**config.mk**
```make
export PLATFORM = sky130hd
export DESIGN_NAME = fp_argmax
export DESIGN_NICKNAME = d
export VERILOG_FILES = /design/src/rtl/nn_fp_pkg.sv /design/src/rtl/fp_gt.sv /design/src/rtl/fp_argmax.sv
export SDC_FILE = /design/constraint.sdc
export NUM_CORES = 1
export LEC_CHECK = 0
export CAP_MARGIN = 10
export CELL_PAD_IN_SITES_DETAIL_PLACEMENT = 1
export CELL_PAD_IN_SITES_GLOBAL_PLACEMENT = 1
export CORE_MARGIN = 10
export CORE_UTILIZATION = 35
export DETAILED_ROUTE_END_ITERATION = 12
export GPL_TIMING_DRIVEN = 1
export MAX_ROUTING_LAYER = met4
export PLACE_DENSITY_LB_ADDON = 0.1
export SKIP_LAST_GASP = 1
export SYNTH_ARGS = -nofsm -noshare
export SYNTH_HDL_FRONTEND = slang
export SYNTH_SLANG_ARGS = --single-unit
```
**constraint.sdc**
```tcl
create_clock -name clk -period 4.2 [get_ports clk]
set_input_delay 0.42 -clock clk [delete_from_list [all_inputs] [get_ports clk]]
set_output_delay 0.42 -clock clk [all_outputs]
set_load 0.03 [all_outputs]
```
**src/rtl/nn_fp_pkg.sv**
```systemverilog
// Shared FP32 definitions for the network's classifier and pooling stages.
// Provides the field-width constants, FP32 field-extraction helpers and
// the scan FSM state encoding used by fp_argmax.
package nn_fp_pkg;

    localparam int unsigned FP_W   = 32;
    localparam int unsigned EXP_W  = 8;
    localparam int unsigned MANT_W = 23;
    localparam int unsigned MAG_W  = EXP_W + MANT_W;

    typedef enum logic [1:0] {
        IDLE = 2'd0,
        SCAN = 2'd1,
        DONE = 2'd2
    } state_t;

    function automatic logic fp_sign(input logic [FP_W-1:0] x);
        return x[FP_W-1];
    endfunction

    function automatic logic [EXP_W-1:0] fp_exp(input logic [FP_W-1:0] x);
        return x[FP_W-2 -: EXP_W];
    endfunction

    function automatic logic [MANT_W-1:0] fp_mant(input logic [FP_W-1:0] x);
        return x[MANT_W-1:0];
    endfunction

    // {exp,mant} as one unsigned magnitude; ordering matches |x| for non-NaN
    function automatic logic [MAG_W-1:0] fp_mag(input logic [FP_W-1:0] x);
        return x[MAG_W-1:0];
    endfunction

    function automatic logic fp_is_nan(input logic [FP_W-1:0] x);
        return (fp_exp(x) == {EXP_W{1'b1}}) && (fp_mant(x) != '0);
    endfunction

endpackage

```
**src/rtl/fp_gt.sv**
```systemverilog
// Combinational FP32 "a strictly greater than b" comparator.
// Ports:
//   a, b  : FP32 operands (bit patterns)
//   gt_c  : 1 when a > b; NaN operands never win, but any non-NaN a beats a
//           NaN b; +0 and -0 compare equal; denormals compare by pattern.
module fp_gt
    import nn_fp_pkg::*;
(
    input  logic [FP_W-1:0] a,
    input  logic [FP_W-1:0] b,
    output logic            gt_c
);

    logic [MAG_W-1:0] mag_a;
    logic [MAG_W-1:0] mag_b;
    logic             sign_a;
    logic             sign_b;
    logic             nan_a;
    logic             nan_b;

    always_comb begin
        mag_a  = fp_mag(a);
        mag_b  = fp_mag(b);
        sign_a = fp_sign(a);
        sign_b = fp_sign(b);
        nan_a  = fp_is_nan(a);
        nan_b  = fp_is_nan(b);
    end

    // Signed-magnitude ordering; zero check precedes the sign check so that
    // -0 vs +0 is a tie rather than a sign win.
    always_comb begin
        gt_c = 1'b0;
        if (nan_a) begin
            gt_c = 1'b0;
        end else if (nan_b) begin
            gt_c = 1'b1;
        end else if ((mag_a == '0) && (mag_b == '0)) begin
            gt_c = 1'b0;
        end else if (sign_a != sign_b) begin
            gt_c = sign_b;
        end else if (!sign_a) begin
            gt_c = (mag_a > mag_b);
        end else begin
            gt_c = (mag_a < mag_b);
        end
    end

endmodule

```
**src/rtl/fp_argmax.sv**
```systemverilog
// Sequential argmax over N FP32 lanes, one lane compared per clock.
// Ports:
//   clk, rst          : clock, synchronous active-high reset
//   in_valid/in_ready : input handshake for the packed vector
//   in_vector         : N*32 bits, lane 0 at the MSB end
//   out_valid/out_ready : result handshake
//   out_index         : winning lane (lowest index on ties)
//   out_value         : winning lane's FP32 pattern
//   out_nan           : every lane was NaN
module fp_argmax
    import nn_fp_pkg::*;
#(
    parameter int unsigned N     = 4,
    parameter int unsigned IDX_W = $clog2(N)
) (
    input  logic               clk,
    input  logic               rst,
    input  logic               in_valid,
    output logic               in_ready,
    input  logic [N*FP_W-1:0]  in_vector,
    output logic               out_valid,
    input  logic               out_ready,
    output logic [IDX_W-1:0]   out_index,
    output logic [FP_W-1:0]    out_value,
    output logic               out_nan
);

    localparam int unsigned       VEC_W    = N * FP_W;
    localparam logic [IDX_W-1:0]  LAST_IDX = IDX_W'(N - 1);

    state_t             state;
    state_t             next_state;
    logic [IDX_W-1:0]   cnt;
    logic [VEC_W-1:0]   vec_q;
    logic [IDX_W-1:0]   best_idx;
    logic [FP_W-1:0]    best_val;
    logic               all_nan;

    logic [FP_W-1:0]    lanes [N];
    logic [FP_W-1:0]    cur_val;
    logic [FP_W-1:0]    lane0_in;
    logic               cur_gt;

    logic               accept;
    logic               scan_step;
    logic               present;
    logic               release_out;

    // Unpack the latched vector into lanes; lane 0 sits at the MSB end
    always_comb begin
        for (int k = 0; k < N; k++) begin
            lanes[k] = vec_q[(N - k) * FP_W - 1 -: FP_W];
        end
        cur_val  = lanes[cnt];
        lane0_in = in_vector[VEC_W-1 -: FP_W];
    end

    fp_gt u_gt (
        .a    (cur_val),
        .b    (best_val),
        .gt_c (cur_gt)
    );

    // State register
    always_ff @(posedge clk) begin
        if (rst) begin
            state <= IDLE;
        end else begin
            state <= next_state;
        end
    end

    // Next-state logic
    always_comb begin
        next_state = state;
        case (state)
            IDLE: if (in_valid && in_ready)    next_state = SCAN;
            SCAN: if (cnt == LAST_IDX)         next_state = DONE;
            DONE: if (out_valid && out_ready)  next_state = IDLE;
            default:                           next_state = IDLE;
        endcase
    end

    // Per-state control strobes. The first DONE cycle publishes the result,
    // which gives the N-cycle latency from acceptance to out_valid.
    always_comb begin
        accept      = 1'b0;
        scan_step   = 1'b0;
        present     = 1'b0;
        release_out = 1'b0;
        case (state)
            IDLE: accept    = in_valid && in_ready;
            SCAN: scan_step = 1'b1;
            DONE: begin
                present     = !out_valid;
                release_out = out_valid && out_ready;
            end
            default: ;
        endcase
    end

    // Datapath and registered outputs
    always_ff @(posedge clk) begin
        if (rst) begin
            cnt       <= '0;
            vec_q     <= '0;
            best_idx  <= '0;
            best_val  <= '0;
            all_nan   <= 1'b0;
            in_ready  <= 1'b1;
            out_valid <= 1'b0;
            out_index <= '0;
            out_value <= '0;
            out_nan   <= 1'b0;
        end else begin
            in_ready <= (next_state == IDLE);

            if (accept) begin
                vec_q    <= in_vector;
                best_idx <= '0;
                best_val <= lane0_in;
                all_nan  <= fp_is_nan(lane0_in);
                cnt      <= IDX_W'(1);
            end

            if (scan_step) begin
                if (cur_gt) begin
                    best_idx <= cnt;
                    best_val <= cur_val;
                end
                all_nan <= all_nan & fp_is_nan(cur_val);
                cnt     <= (cnt == LAST_IDX) ? '0 : cnt + IDX_W'(1);
            end

            if (present) begin
                out_valid <= 1'b1;
                out_index <= best_idx;
                out_value <= best_val;
                out_nan   <= all_nan;
            end

            if (release_out) begin
                out_valid <= 1'b0;
            end
        end
    end

endmodule

```
== After elaboration in Yosys (flattened, before gate mapping) ==
Cells that the tools add are included.

* Bits in registers: 204
* Input bits: 132
* Output and inout bits: 37

* Add/sub/neg operators: 1
* Order comparisons: 3
* Equal/unequal tests: 7
* Muxes and demuxes: 27
* Bitwise logic cells: 2
* Reductions and logical operators: 16

{| class="wikitable"
|+ Operators by type and width
! cell !! number
|-
| 2-to-1 mux 32 bit || 5
|-
| nonzero test 23 bit || 3
|-
| binary-select mux 32 bit (select 2 bit) || 1
|-
| logical NOT 31 bit || 2
|-
| > comparator 31 bit || 1
|-
| < comparator 31 bit || 1
|-
| equality test 8 bit, second input constant || 3
|-
| 2-to-1 mux 2 bit || 9
|-
| 2-to-1 mux 1 bit || 11
|-
| logical AND 1 bit || 6
|-
| one-hot mux 2 bit (3 select lines) || 1
|-
| equality test 2 bit, second input constant || 2
|-
| logical NOT 2 bit || 2
|-
| greater-or-equal comparator 3 bit, second input constant || 1
|-
| inverter 2 -> 3 bit || 1
|-
| adder 2 x 1 -> 2 bit, second input constant || 1
|-
| equality test 2 x 1 -> 1 bit, second input constant || 1
|-
| nonzero test 2 bit || 1
|-
| OR reduction 2 bit || 1
|-
| AND 1 bit || 1
|-
| logical NOT 1 bit || 1
|-
| != test 1 bit || 1
|}

== Depth between registers and ports, before layout ==
* Word-level depth: 12
* Mapped depth: 14
* Mapped depth without buffers: 10

== Modules after synthesis ==
Synthesis repeated with hierarchy kept, for this count alone.

* Cell total of the unflattened synthesis: 1105
* Area, all modules: 9041.2 um^2

{| class="wikitable"
|+ Modules (own cells, without submodules)
! module !! times used !! cells each !! area an instance (um^2) !! seq. area each (um^2)
|-
| fp_argmax || 1 || 961 || 8040.2 || 4083.9
|-
| fp_gt || 1 || 144 || 1001.0 || 0.0
|}

== Least setup slack after synthesis ==
OpenSTA, ideal clock, no wires.

* Path kind: register to register
* Start point: register cnt[1]
* End point: register best_val[0]
* Setup time: 0.121 ns
* Arrival: 3.536 ns
* Required time: 4.079 ns
* Path slack: 0.542 ns
* Cell stages (with the launch flop): 14
* Path buffers: 4
* Clock period less this slack: 3.658 ns
* Path through: dfxtp_1 > buf_6 > buf_6 > buf_2 > mux4_2 > ha_1 > nand3_1 > nor4_1 > nand2_1 > a31o_2 > a211oi_1 > or3_1 > buf_6 > mux2_4

* Word-level cells in the longest chain between the ends: 12

{| class="wikitable"
|+ Ends and longest elaborated chain
! what !! line !! text
|-
| start, declared || fp_argmax.sv:33 || <nowiki>logic [IDX_W-1:0] cnt;</nowiki>
|-
| start signal, assigned || fp_argmax.sv:132 || <nowiki>cnt <= (cnt == LAST_IDX) ? '0 : cnt + IDX_W'(1);</nowiki>
|-
| inverter 2 -> 3 bit (not written as such) (*) || fp_argmax.sv:54 || <nowiki>cur_val = lanes[cnt];</nowiki>
|-
| binary-select mux 32 bit (select 2 bit) (*) || fp_argmax.sv:54 ||
|-
| 2-to-1 mux 32 bit (not written as such) (*) (2 in series) || fp_argmax.sv:54 ||
|-
| > comparator 31 bit / < comparator 31 bit (equally long branches) || fp_gt.sv:43, fp_gt.sv:45 ||
|-
| 2-to-1 mux 1 bit || fp_gt.sv:42 || <nowiki>end else if (!sign_a) begin</nowiki>
|-
| 2-to-1 mux 1 bit || fp_gt.sv:40 || <nowiki>end else if (sign_a != sign_b) begin</nowiki>
|-
| 2-to-1 mux 1 bit || fp_gt.sv:38 || <nowiki>end else if ((mag_a == '0) && (mag_b == '0)) begin</nowiki>
|-
| 2-to-1 mux 1 bit || fp_gt.sv:36 || <nowiki>end else if (nan_b) begin</nowiki>
|-
| 2-to-1 mux 1 bit || fp_gt.sv:34 || <nowiki>if (nan_a) begin</nowiki>
|-
| 2-to-1 mux 32 bit (*) || fp_argmax.sv:127 || <nowiki>if (cur_gt) begin</nowiki>
|-
| 2-to-1 mux 32 bit (*) || fp_argmax.sv:126 || <nowiki>if (scan_step) begin</nowiki>
|-
| end signal, assigned || fp_argmax.sv:121 || <nowiki>best_val <= lane0_in;</nowiki>
|-
| end signal, assigned || fp_argmax.sv:129 || <nowiki>best_val <= cur_val;</nowiki>
|-
| end, declared || fp_argmax.sv:36 || <nowiki>logic [FP_W-1:0] best_val;</nowiki>
|}

Mark *: on every way between the ends. The rest lies on a longest branch, timed or not. The select of a mux whose other input is x is not followed.
A chain may end at the register's enable or synchronous reset.

== Final worst setup path ==
* Start point: register cnt[1]
* End point: register best_idx[0]

* Word-level cells in the longest chain between the ends: 12

{| class="wikitable"
|+ Ends and longest elaborated chain
! what !! line !! text
|-
| inverter 2 -> 3 bit (not written as such) (*) || fp_argmax.sv:54 ||
|-
| binary-select mux 32 bit (select 2 bit) (*) || fp_argmax.sv:54 ||
|-
| 2-to-1 mux 32 bit (not written as such) (*) (2 in series) || fp_argmax.sv:54 ||
|-
| > comparator 31 bit / < comparator 31 bit (equally long branches) || fp_gt.sv:43, fp_gt.sv:45 ||
|-
| 2-to-1 mux 1 bit || fp_gt.sv:42 ||
|-
| 2-to-1 mux 1 bit || fp_gt.sv:40 ||
|-
| 2-to-1 mux 1 bit || fp_gt.sv:38 ||
|-
| 2-to-1 mux 1 bit || fp_gt.sv:36 ||
|-
| 2-to-1 mux 1 bit (*) || fp_gt.sv:34 ||
|-
| 2-to-1 mux 2 bit (*) || fp_argmax.sv:127 ||
|-
| 2-to-1 mux 2 bit (*) || fp_argmax.sv:126 ||
|-
| end signal, assigned || fp_argmax.sv:128 || <nowiki>best_idx <= cnt;</nowiki>
|-
| end, declared || fp_argmax.sv:35 || <nowiki>logic [IDX_W-1:0] best_idx;</nowiki>
|}

Marks and branches as above.

==> reports/summary.txt <==
=======================================================================================
Fraction of the cycle the final worst path needs .........................       0.9186
Starting Density .........................................................       0.3526
Leakage dissipation ......................................................     4.290 nW
I/O pin cnt ..............................................................          169
Leading area contributor after synthesis .................................      dfxtp_1
Total Die Area ...........................................................    33890 µm²
Worst-Margin Slew ........................................................    0.8602 ns
Clock tree buffer depth ..................................................            3
Core Area ................................................................    26730 µm²
Number of distinct library cells after synthesis .........................           43
Number of violations reported at the end of detailed-routing iteration 0 .          566
Required @ worst endpoint ................................................      4.59 ns
Max-slew violations ......................................................            0
Fraction of the mapped netlist area in adder cells .......................      0.04249
Most frequent standard cell in the layout excluding fill and tap cells ...      nand2_1
Sequential share of power ................................................        0.408
Setup slack of the critical path after layout ............................    0.3419 ns
Setup skew after layout ..................................................   0.01437 ns
Routed via count .........................................................         8611
Achievable clock frequency ...............................................   0.2592 GHz
Clk network pwr share ....................................................        0.383
Setup TNS ................................................................         0 ns
Total of cells resized after clock tree synthesis ........................            0
Count of endpoints failing setup in the final report .....................            0
Main combinational cell family by area after synthesis ................... simple AND/OR/NAND/NOR gates
Cell at the root of the clock tree .......................................    clkbuf_16
Max-cap violation count ..................................................            0
Sink count of the clock tree .............................................          204
Critical R2R Capture .....................................................  best_idx[0]
Run status ...............................................................    completed
Wirelength, routed .......................................................     32660 µm
Initial antenna violation count ..........................................            0
Nets .....................................................................         1454
Synthesized net count ....................................................         1330
Final design area excluding fillers ......................................    12150 µm²
Worst VDD drop ...........................................................    0.2686 mV
Input/output buffers .....................................................          168
Residual overflow from global routing ....................................            0
Worst setup path endpoint ................................................  best_idx[0]
Clock-pin transition on the worst setup and hold timing paths ............      0.06 ns
Proportion of synthesized chip area in sequential cells ..................       0.4334
Last weighted congestion value of the routability-driven placer ..........       0.9127
Router iterations before antenna repair ..................................            5
Number of hold violations in the final report ............................            0
Horizontal die dimension .................................................     184.1 µm
Total power divided by cell area ......................................... 439.7 nW/µm²
Internal cell power ......................................................     3.730 mW
Synthesized instance count ...............................................         1166
Async set-or-reset flop fraction in the synthesized netlist ..............            0
Share of layout cells above drive strength 1 .............................      0.09946
Post-placement setup slack ...............................................    0.2483 ns
Post-synthesis average cell area .........................................    8.082 µm²
Maximum fanout count along the critical path .............................           21
H-tree depth .............................................................            1
Comb pwr share ...........................................................        0.208
Unrepaired setup endpoints after global routing ..........................           no
Post-detailed-route DRC marker count .....................................            0
Remaining antenna violation count after routing ..........................            0
Detail-routed net length per standard cell ...............................     19.82 µm
Area share of the largest cell type after synthesis ......................       0.4334
Top FF cell, synth .......................................................      dfxtp_1
Synthesized-area fraction occupied by xor and xnor cells .................            0
Detail-routed via count per cell .........................................        5.225
Net switching component of the power .....................................     1.612 mW
Layout overhead on the synthesized area ..................................       28.92%
Multiplexer share of the synthesized area ................................      0.08019
TritonCTS clock tree .....................................................        built
Synthesis-stage register bit count .......................................          204
Top cells by area in the synthesized netlist ............................. dfxtp_1, nand2_1, a21oi_1, mux4_2, ha_1
Setup slack, reg-to-reg ..................................................      0.34 ns
Final period demand of the worst path ....................................     3.858 ns
Global-route wire length before repair ...................................     51290 µm
Placement Cell Area ......................................................    11340 µm²
Global-route usage over all layers .......................................       0.1954
Count of cells along the worst register-to-register path .................           11
Number of diodes added for antenna fixing ................................            0
Nature of the critical path startpoint ...................................         flop
Synthesis Warnings .......................................................            0
Worst-Skew Late Latency ..................................................      0.53 ns
Start point of the worst min-delay path ..................................          rst
CP endpoint kind .........................................................         flop
Net switching fraction of the power ......................................       0.3017
Fraction of the mapped netlist area in compound gates ....................       0.1824
Floorplan die height .....................................................     184.1 µm
Worst EP arrival .........................................................      4.25 ns
Worst slew margin relative to its limit ..................................       0.4265
Count of flip-flops with a built-in enable after synthesis ...............            0
Netlist area before placement ............................................     9424 µm²
Std cell rows ............................................................           60
Worst Hold Path Cells ....................................................            2
Number of global-route vias before repair ................................         8844
Maximum number of pins on one net before global-route repair .............          167
Worst setup path startpoint ..............................................       cnt[1]
HPWL reported at the end of detailed placement ...........................     24230 µm
Classification of the worst-slack hold path .............................. input pin to flop
Commonest non-fill, non-tap cells in the layout .......................... nand2_1, a21oi_1, dfxtp_1
Simple-Gate Fraction of Synth Area .......................................       0.2070
Number of setup buffers added after CTS ..................................            0
Kind of critical path .................................................... flop to flop
Post-CTS Hold Fix Bufs ...................................................            0
Number of buffers created by CTS .........................................           24
Launch instance of the worst register-to-register path ...................       cnt[1]
=======================================================================================
-- cells by family (layout without fill, tap and decap cells) --
family                   Yosys count  count (layout)
AO/OA/AOI/OAI                    295             295
adder cells (fa/ha/maj)           32              32
buffers and inverters            121             262
flip-flops                       204             204
multiplexers                      35              35
AND/OR/NAND/NOR                  479             479
-- through the flow --
step / power, mW / hold WS (ns) / instances / utilization
floorplan: 2.887 / 0.4322 / 1166 / -
global placement: 3.314 / 0.4382 / 1604 / 0.4243
detailed placement: 3.333 / 0.4440 / 1604 / 0.4243
CTS: 5.396 / 0.2392 / 1647 / 0.4534
global route: 5.613 / 0.2592 / 1648 / 0.4546
finish: 5.342 / 0.2459 / 1648 / 0.4546
-- layout make-up --
type	count	area, µm²
Fill cell	3173	14580
Multi-Input combinational cell	841	4867
Sequential cell	204	4085
Timing Repair Buffer	186	1867
Clock buffer	37	709.4
Tap cell	341	426.7
Inverter	33	123.9
Clock inverter	6	70.07
-- flip-flops by register name, summed over array words and instances, names as in the netlist, 2 cells and up --
name and flops:
best_idx 2, best_val 32, cnt 2, lanes 128, out_index 2, out_value 32, state 2
-- power groups by stage --
stage                     Combinational [mW]  Clock (mW)  Sequential, mW
after CTS                               1.12        2.10            2.18
after floorplan                        0.722           0            2.17
after detailed placement                1.11           0            2.22
after global routing                    1.23        2.19            2.20
final                                   1.11        2.05            2.18
after global placement                  1.09           0            2.22
-- cells in the mapped netlist, drive strengths merged, types with 3 or more instances --
cell	n
a211oi	3
nand4	14
a21o	3
nand2	404
o21ai	41
nor3	7
o31ai	32
a21oi	208
mux4	32
nor2	14
inv	32
nand3	7
nor4	18
clkbuf	76
ha	32
buf	12
dfxtp	204
and3	3
-- how the worst min path moves through the flow --
stage,to
3_5_place_dp,lanes[94]
2_1_floorplan,out_index[1]
3_3_place_gp,lanes[113]
4_1_cts,out_valid
6_report,out_value[4]
5_1_grt,out_value[31]
-- critical path: stages, from the launching register on --
cell and delay (ns):
dfxtp_2 0.54, buf_6 0.28, mux4_2 0.58, ha_1 0.34
nand4_1 0.13, nor4_1 0.29, nand2_1 0.15, a31o_2 0.27
nor4bb_4 0.16, or3_2 0.53, buf_4 0.28, mux2i_1 0.16
-- routing by layer --
layer | share of wire | global-route usage
met5 | 0 | -
met1 | 0.49 | 0.2782
met4 | 0.020 | 0.04621
met2 | 0.44 | 0.2843
met3 | 0.050 | 0.02953
Note: power is estimated with default switching activity, not from simulation.
